--- src/rtl/rr_grant_encoder.sv ---
// rr_grant_encoder: round-robin arbiter over 8 request lines.
// Emits the registered 3-bit index {a,b,c} of the current grantee (a = MSB)
// plus gnt_valid. It feeds the select inputs of a 3-to-8 decoder. The decoder's
// one-hot outputs, qualified by gnt_valid, form the grant bus.
// Each grant runs IDLE -> GRANT -> GAP -> IDLE. The GAP cycle guarantees at
// least two cycles between grants.
// "release" is a reserved word in SystemVerilog, so the grantee-done input
// is named rel.
module rr_grant_encoder #(
  parameter int unsigned HOLD_MAX = 4  // max cycles per grant; 0 = unlimited
) (
  input  logic       clk,
  input  logic       rst,
  input  logic [7:0] req,
  input  logic       rel,
  output logic       a,
  output logic       b,
  output logic       c,
  output logic       gnt_valid
);

  // Hold counter just wide enough to reach HOLD_MAX, never narrower than 1 bit.
  localparam int unsigned CNT_W = (HOLD_MAX == 0) ? 1 : $clog2(HOLD_MAX + 1);

  typedef enum logic [1:0] {
    IDLE  = 2'd0,
    GRANT = 2'd1,
    GAP   = 2'd2
  } state_e;

  state_e             state_q, state_d;
  logic [2:0]         idx_q, idx_d;     // index presented on {a,b,c}
  logic [2:0]         last_q, last_d;   // most recent grantee; search starts after it
  logic [CNT_W-1:0]   cnt_q, cnt_d;     // cycles the current grant has been live
  logic               valid_q, valid_d;

  logic [2:0]         cand;
  logic [2:0]         pick_idx;
  logic               pick_found;
  logic               hold_hit;
  logic               cnt_sat;
  logic               grant_end;

  // Round-robin search: first set request at last+1, last+2, ... (mod 8).
  always_comb begin
    // NOTE: every signal assigned in a combinational block gets a default at the
    // top, so no path leaves it unassigned and no latch is inferred.
    cand       = '0;
    pick_idx   = last_q;
    pick_found = 1'b0;
    for (int k = 1; k <= 8; k++) begin
      cand = last_q + 3'(k);  // 3-bit sum wraps 7 -> 0; k = 8 revisits last_q
      if (!pick_found && req[cand]) begin
        pick_idx   = cand;
        pick_found = 1'b1;
      end
    end
  end

  // A bounded grant ends once it has been live HOLD_MAX cycles.
  assign hold_hit  = (HOLD_MAX != 0) && (cnt_q == CNT_W'(HOLD_MAX));
  assign cnt_sat   = (cnt_q == {CNT_W{1'b1}});
  assign grant_end = rel || !req[idx_q] || hold_hit;

  // Next-state and next-output logic for the IDLE / GRANT / GAP sequence.
  always_comb begin
    state_d = state_q;
    idx_d   = idx_q;
    last_d  = last_q;
    cnt_d   = cnt_q;
    valid_d = valid_q;

    unique case (state_q)
      IDLE: begin
        if (pick_found) begin
          idx_d   = pick_idx;
          last_d  = pick_idx;
          cnt_d   = CNT_W'(1);
          valid_d = 1'b1;
          state_d = GRANT;
        end
      end

      GRANT: begin
        if (grant_end) begin
          // The index is left in place through GAP; only gnt_valid drops.
          valid_d = 1'b0;
          state_d = GAP;
        end else if (!cnt_sat) begin
          // Saturation only matters when HOLD_MAX = 0 and the grant is unbounded.
          cnt_d = cnt_q + CNT_W'(1);
        end
      end

      GAP: begin
        state_d = IDLE;
      end

      default: begin
        valid_d = 1'b0;
        state_d = IDLE;
      end
    endcase
  end

  // State and output registers; reset makes the first search start at index 0.
  always_ff @(posedge clk or posedge rst) begin
    if (rst) begin
      state_q <= IDLE;
      idx_q   <= 3'd0;
      last_q  <= 3'd7;
      cnt_q   <= '0;
      valid_q <= 1'b0;
    end else begin
      // NOTE: sequential state uses non-blocking assignments, so every flop
      // samples the pre-edge values regardless of statement order.
      state_q <= state_d;
      idx_q   <= idx_d;
      last_q  <= last_d;
      cnt_q   <= cnt_d;
      valid_q <= valid_d;
    end
  end

  assign {a, b, c} = idx_q;
  assign gnt_valid = valid_q;

endmodule

--- config.mk ---
export PLATFORM = sky130hd
export DESIGN_NAME = rr_grant_encoder
export DESIGN_NICKNAME = d
export VERILOG_FILES = /design/src/rtl/rr_grant_encoder.sv
export SDC_FILE = /design/constraint.sdc
export NUM_CORES = 1
export LEC_CHECK = 0
export ABC_AREA = 1
export CAP_MARGIN = 40
export CORE_UTILIZATION = 56
export CTS_CLUSTER_DIAMETER = 80
export DETAILED_ROUTE_END_ITERATION = 12
export HOLD_SLACK_MARGIN = 0.03
export PLACE_DENSITY = 0.82
export SYNTH_ARGS = -nofsm -noshare
export SYNTH_HDL_FRONTEND = slang
export SYNTH_SLANG_ARGS = --single-unit
--- constraint.sdc ---
create_clock -name clk -period 2.8 [get_ports clk]
set_input_delay 0.42 -clock clk [delete_from_list [all_inputs] [get_ports clk]]
set_output_delay 0.42 -clock clk [all_outputs]
set_load 0.01 [all_outputs]
* Yosys cells after proc, flatten, opt, wreduce, memory -nomap -nowiden
Cells that the tools add are included.
Storage, ports and cells: flip-flop bits (word level) 12, latch bits 0, memory bits (writable) 0, ROM bits 0, input port bits 11, word-level logic and storage cells 98, memories kept 0
Cells by class: $add $sub $neg 8, multipliers 0, div/mod/pow operators 0, magnitude comparators 9, equal/unequal tests 8, shift operators 0, multiplexer cells 44, bitwise operators 1, reduce and logical (&&, ||, !) cells 23
Operators by type and width (number):
- < comparator 3 x 4 -> 1 bit (second input constant) | 9
- 2-to-1 mux 3 bit | 11
- binary-select mux 1 bit (select 3 bit) | 9
- 2-to-1 mux 1 bit | 19
- adder 3 bit (second input constant) | 4
- zero test 1 bit | 8
- inequality test 2 bit (second input constant) | 4
- logical AND 1 bit | 7
- adder 3 x 1 -> 3 bit (second input constant) | 2
- adder 3 x 2 -> 3 bit (second input constant) | 2
- == test 3 bit (second input constant) | 2
- one-hot mux 3 bit (2 select lines) | 1
- 2-to-1 mux 2 bit | 2
- one-hot mux 2 bit (2 select lines) | 1
- AND reduction 2 bit | 2
- AND reduction 4 bit | 1
- one-hot mux 1 bit (3 select lines) | 1
- AND reduction 3 bit | 1
- == test 2 x 1 -> 1 bit (second input constant) | 1
- == test 2 bit (second input constant) | 1
- zero test 2 bit | 1
- logical OR 1 bit | 2
- nonzero test 2 bit | 1
- inverter 1 bit | 1

* Longest topological paths before layout
depth in word-level cells 27, mapped depth 17

* Worst setup path after synthesis
Ideal clock, no wire load.
kind reg-to-reg, start point reg last_q[1], end point reg cnt_q[0], setup time 0.123 ns, data arrival time 2.252 ns, setup slack 0.425 ns, cell stages (with the launch flop) 16, buffers on the path 1, path through dfstp_2 -> buf_4 -> clkinv_2 -> ha_1 -> inv_1 -> nand3_1 -> nand3_2 -> nand2_2 -> nor2_4 -> nand4_2 -> nor2_1 -> nand3b_1 -> nand2_2 -> nand2_1 -> o21ai_0 -> nand2_1
On the way: cells in the longest elaborated chain, start to end 27, elaborated cells on any way between the ends 47
Ends and longest elaborated chain:
- from (decl) | line 33 | logic [2:0] last_q, last_d;
- from (signal assigned) | line 119 | last_q <= last_d;
- adder 3 x 1 -> 3 bit | line 52 | cand = last_q + 3'(k);
- binary-select mux 1 bit (select 3 bit) | line 53 | if (!pick_found && req[cand]) begin
- 2-to-1 mux 1 bit (not written as such) | line 53
- 2-to-1 mux 1 bit | line 53
- zero test 1 bit | line 53
- logical AND 1 bit | line 53
- 2-to-1 mux 1 bit | line 53
- zero test 1 bit | line 53
- [11 not listed]
- zero test 1 bit | line 53
- logical AND 1 bit | line 53
- 2-to-1 mux 1 bit | line 53
- zero test 1 bit | line 53
- logical AND 1 bit | line 53
- 2-to-1 mux 1 bit (*) | line 53
- inequality test 2 bit (no source line) (*)
- AND reduction 4 bit (no source line) (*)
- to (signal assigned) | line 120 | cnt_q <= cnt_d;
- to (decl) | line 34 | logic [CNT_W-1:0] cnt_q, cnt_d;
Every way passes the cells marked *; elsewhere a longest branch is shown, timed or not. The select of a mux whose other input is x is not followed. A chain may end at the register's enable or synchronous reset.

* Worst setup path in the final report
Same ends and word-level chain as after synthesis.

==> flow_metrics.env <==
export IMPL_post_place_cells=256
export IMPL_multiInputGateArea_um2=858
export IMPL_rows=17
export IMPL_max_cap_viol_count=0
export IMPL_root_buffer="clkbuf_4"
export IMPL_die_w_um=50.5
export IMPL_synth_distinct_cells=30
export IMPL_drc=0
export IMPL_max_freq_mhz=386
export IMPL_antenna_found_initial=0
export IMPL_clock_sinks=12
export IMPL_required_ns=2.96
export IMPL_vias=1436
export IMPL_final_common_cell="nand2_1"
export IMPL_crit_path_start_kind="register"
export IMPL_hold_violations=0
export IMPL_fin_tns_setup_ns=0
export IMPL_postLayoutCoreUtil_pct=67.7
export IMPL_rrSetupSlack_ns=0.21
export IMPL_layout_common_cells="nand2_1 (84), nand3_1 (31), inv_1 (22)"
export IMPL_antenna_cells=0
export IMPL_setup_worst_path_class="register to register"
export IMPL_worst_clock_skew_ns=0.00101
export IMPL_area_growth_pct=13.9
export IMPL_ys_warn_count=0
export IMPL_gr_total_overflow=0
export IMPL_maxSlewViolCount=0
export IMPL_regArea_um2=304
export IMPL_finalCriticalPeriod_ns=2.59
export IMPL_fin_nets=249
export IMPL_rsz0062_at_grt="no"
export IMPL_hold_buffers=0
export IMPL_syn_nets=231
export IMPL_syn_area_um2=1320
export IMPL_grt_max_degree=13
export IMPL_hpwl_mm=2.74
export IMPL_arrival_ns=2.75
export IMPL_core_area_um2=2210
export IMPL_post_route_period_util_pct=92.5
export IMPL_wire_per_inst_um=12.8
export IMPL_finalWeightedCongestion=0.958
export IMPL_hold_class="input port to async pin"
export IMPL_fill_cells=198
export IMPL_track_usage_pct=28.5
export IMPL_io_buffer_count=14
export IMPL_finalNonFillerCells=260
export IMPL_postCtsSetupBuffers=0
export IMPL_h_tree_depth=1
export IMPL_numCtsBuffers=3
export IMPL_insertion_delay_ns=0.27
export IMPL_start_util_pct=59.4
export IMPL_routed_wirelength_mm=3.33
export IMPL_die_area_um2=2550
export IMPL_worst_pin_slew_ns=0.459
export IMPL_postSynthAreaPerCell_um2=6.12
export IMPL_r2r_start="last_q[1]"
export IMPL_drive_above_1_share_pct=12.1
export IMPL_status="finished, final reports clean"
export IMPL_drt_iter0_markers=50
export IMPL_cts_resized=0
export IMPL_worstPathMaxFanout=7
export IMPL_grt_first_pass_wirelength_mm=5.48
export IMPL_vias_per_cell=5.52
export IMPL_critPathCaptureType="register"
export IMPL_setup_viol=0
export IMPL_antenna_left=0
export IMPL_ys_seq_area_share_pct=23.1
export IMPL_hold_slack_ns=0.447
export IMPL_cts_tree="yes"
export IMPL_synth_cells=215
export IMPL_fp_dieH_um=50.5
export IMPL_max_slew_margin_rel_pct=68.9
export IMPL_cts_buffer_depth=2
export IMPL_first_global_vias=1335
export IMPL_synth_seq_cells=12
export IMPL_ioPinCount=15
export IMPL_dr_pass1_iters=4
export IMPL_crit_path_start="last_q[1]"
export IMPL_clk_pin_slew_worst_paths_ns=0.07
==> critical path, cell delays in order, from the launching register on <==
cell and delay, ns:
dfstp_2 0.54, clkinv_2 0.10, ha_1 0.39, inv_2 0.14, nand3_1 0.13, nand3_2 0.12, nand2_2 0.10, nor2_4 0.14
nand4_2 0.14, nor2_1 0.13, nand3b_1 0.11, nand2_2 0.14, nand2_1 0.13, o21ai_0 0.10, nand2_1 0.06
==> registers in the layout, indices dropped and copies added (netlist names) <==
register	count
last_q	3
idx_q	3
state_q	2
gnt_valid	1
cnt_q	3
==> Yosys cell counts <==
| library cell | instances | area [µm²] |
|---|---|---|
| nand3_2 | 3 | 30.0 |
| a22oi_1 | 1 | 7.51 |
| nand3b_1 | 4 | 30.0 |
| inv_1 | 23 | 86.3 |
| nand2_2 | 7 | 43.8 |
| dfstp_2 | 3 | 78.8 |
| nor2_4 | 1 | 11.3 |
| nand3_1 | 31 | 155 |
| inv_2 | 3 | 11.3 |
| a211oi_1 | 1 | 7.51 |
| o21ai_0 | 6 | 30.0 |
| o21bai_2 | 1 | 11.3 |
| xnor2_1 | 1 | 8.76 |
| ha_1 | 5 | 62.6 |
| nand4_1 | 4 | 25.0 |
| a21boi_0 | 1 | 7.51 |
| o22ai_1 | 1 | 6.26 |
| o311ai_1 | 1 | 8.76 |
| buf_6 | 3 | 33.8 |
| clkinv_2 | 1 | 5.00 |
| nor2_1 | 11 | 41.3 |
| inv_6 | 1 | 8.76 |
| buf_4 | 1 | 7.51 |
| dfrtp_1 | 9 | 225 |
| xor2_1 | 2 | 17.5 |
| nand2_1 | 84 | 315 |
| a21oi_1 | 3 | 15.0 |
| o21ai_1 | 1 | 5.00 |
| a31oi_1 | 1 | 6.26 |
| nand4_2 | 1 | 12.5 |
==> cell families after synthesis <==
group,share of synthesized area [%]
buffers and inverters,11.6
DFF,23.1
and+or+nand+nor,50.5
xor gates and xnor gates,2.00
adders and majority gates,4.76
AOI/OAI and AO/OA,7.99
==> worst paths after layout <==
kind,endpoint,cells past startpoint
max in group asynchronous,last_q[1],2
min in group clk,gnt_valid,1
worst max register to register,cnt_q[0],14
worst min register to register,gnt_valid,1
worst min-delay path,idx_q[0],2
worst max-delay path,cnt_q[0],14
==> metal layers <==
metal	track usage (%)	routed length [µm]	vias up
met3	3.33	151	7
met1	33.0	1440	662
met4	10.6	77	0
li1	-	-	722
met2	52.9	1660	45
met5	0	0	-
==> layout make-up <==
cell class / count / area share [%]
multi-input combinational: 171 / 57.3
tap: 28 / 2.34
sequential: 12 / 20.3
timing repair buffer: 17 / 10.9
inverter: 28 / 7.44
clock buffer: 4 / 1.75
==> through the flow <==
stage	worst slack, ns	area, µm²
floorplan	0.425	1320
global placement	0.214	1470
detailed placement	0.180	1470
CTS	0.160	1500
global route	0.0324	1500
finish	0.210	1500
Power is not shown: default switching activity piles up to over one toggle a cycle in this logic, so the estimate is an artifact.
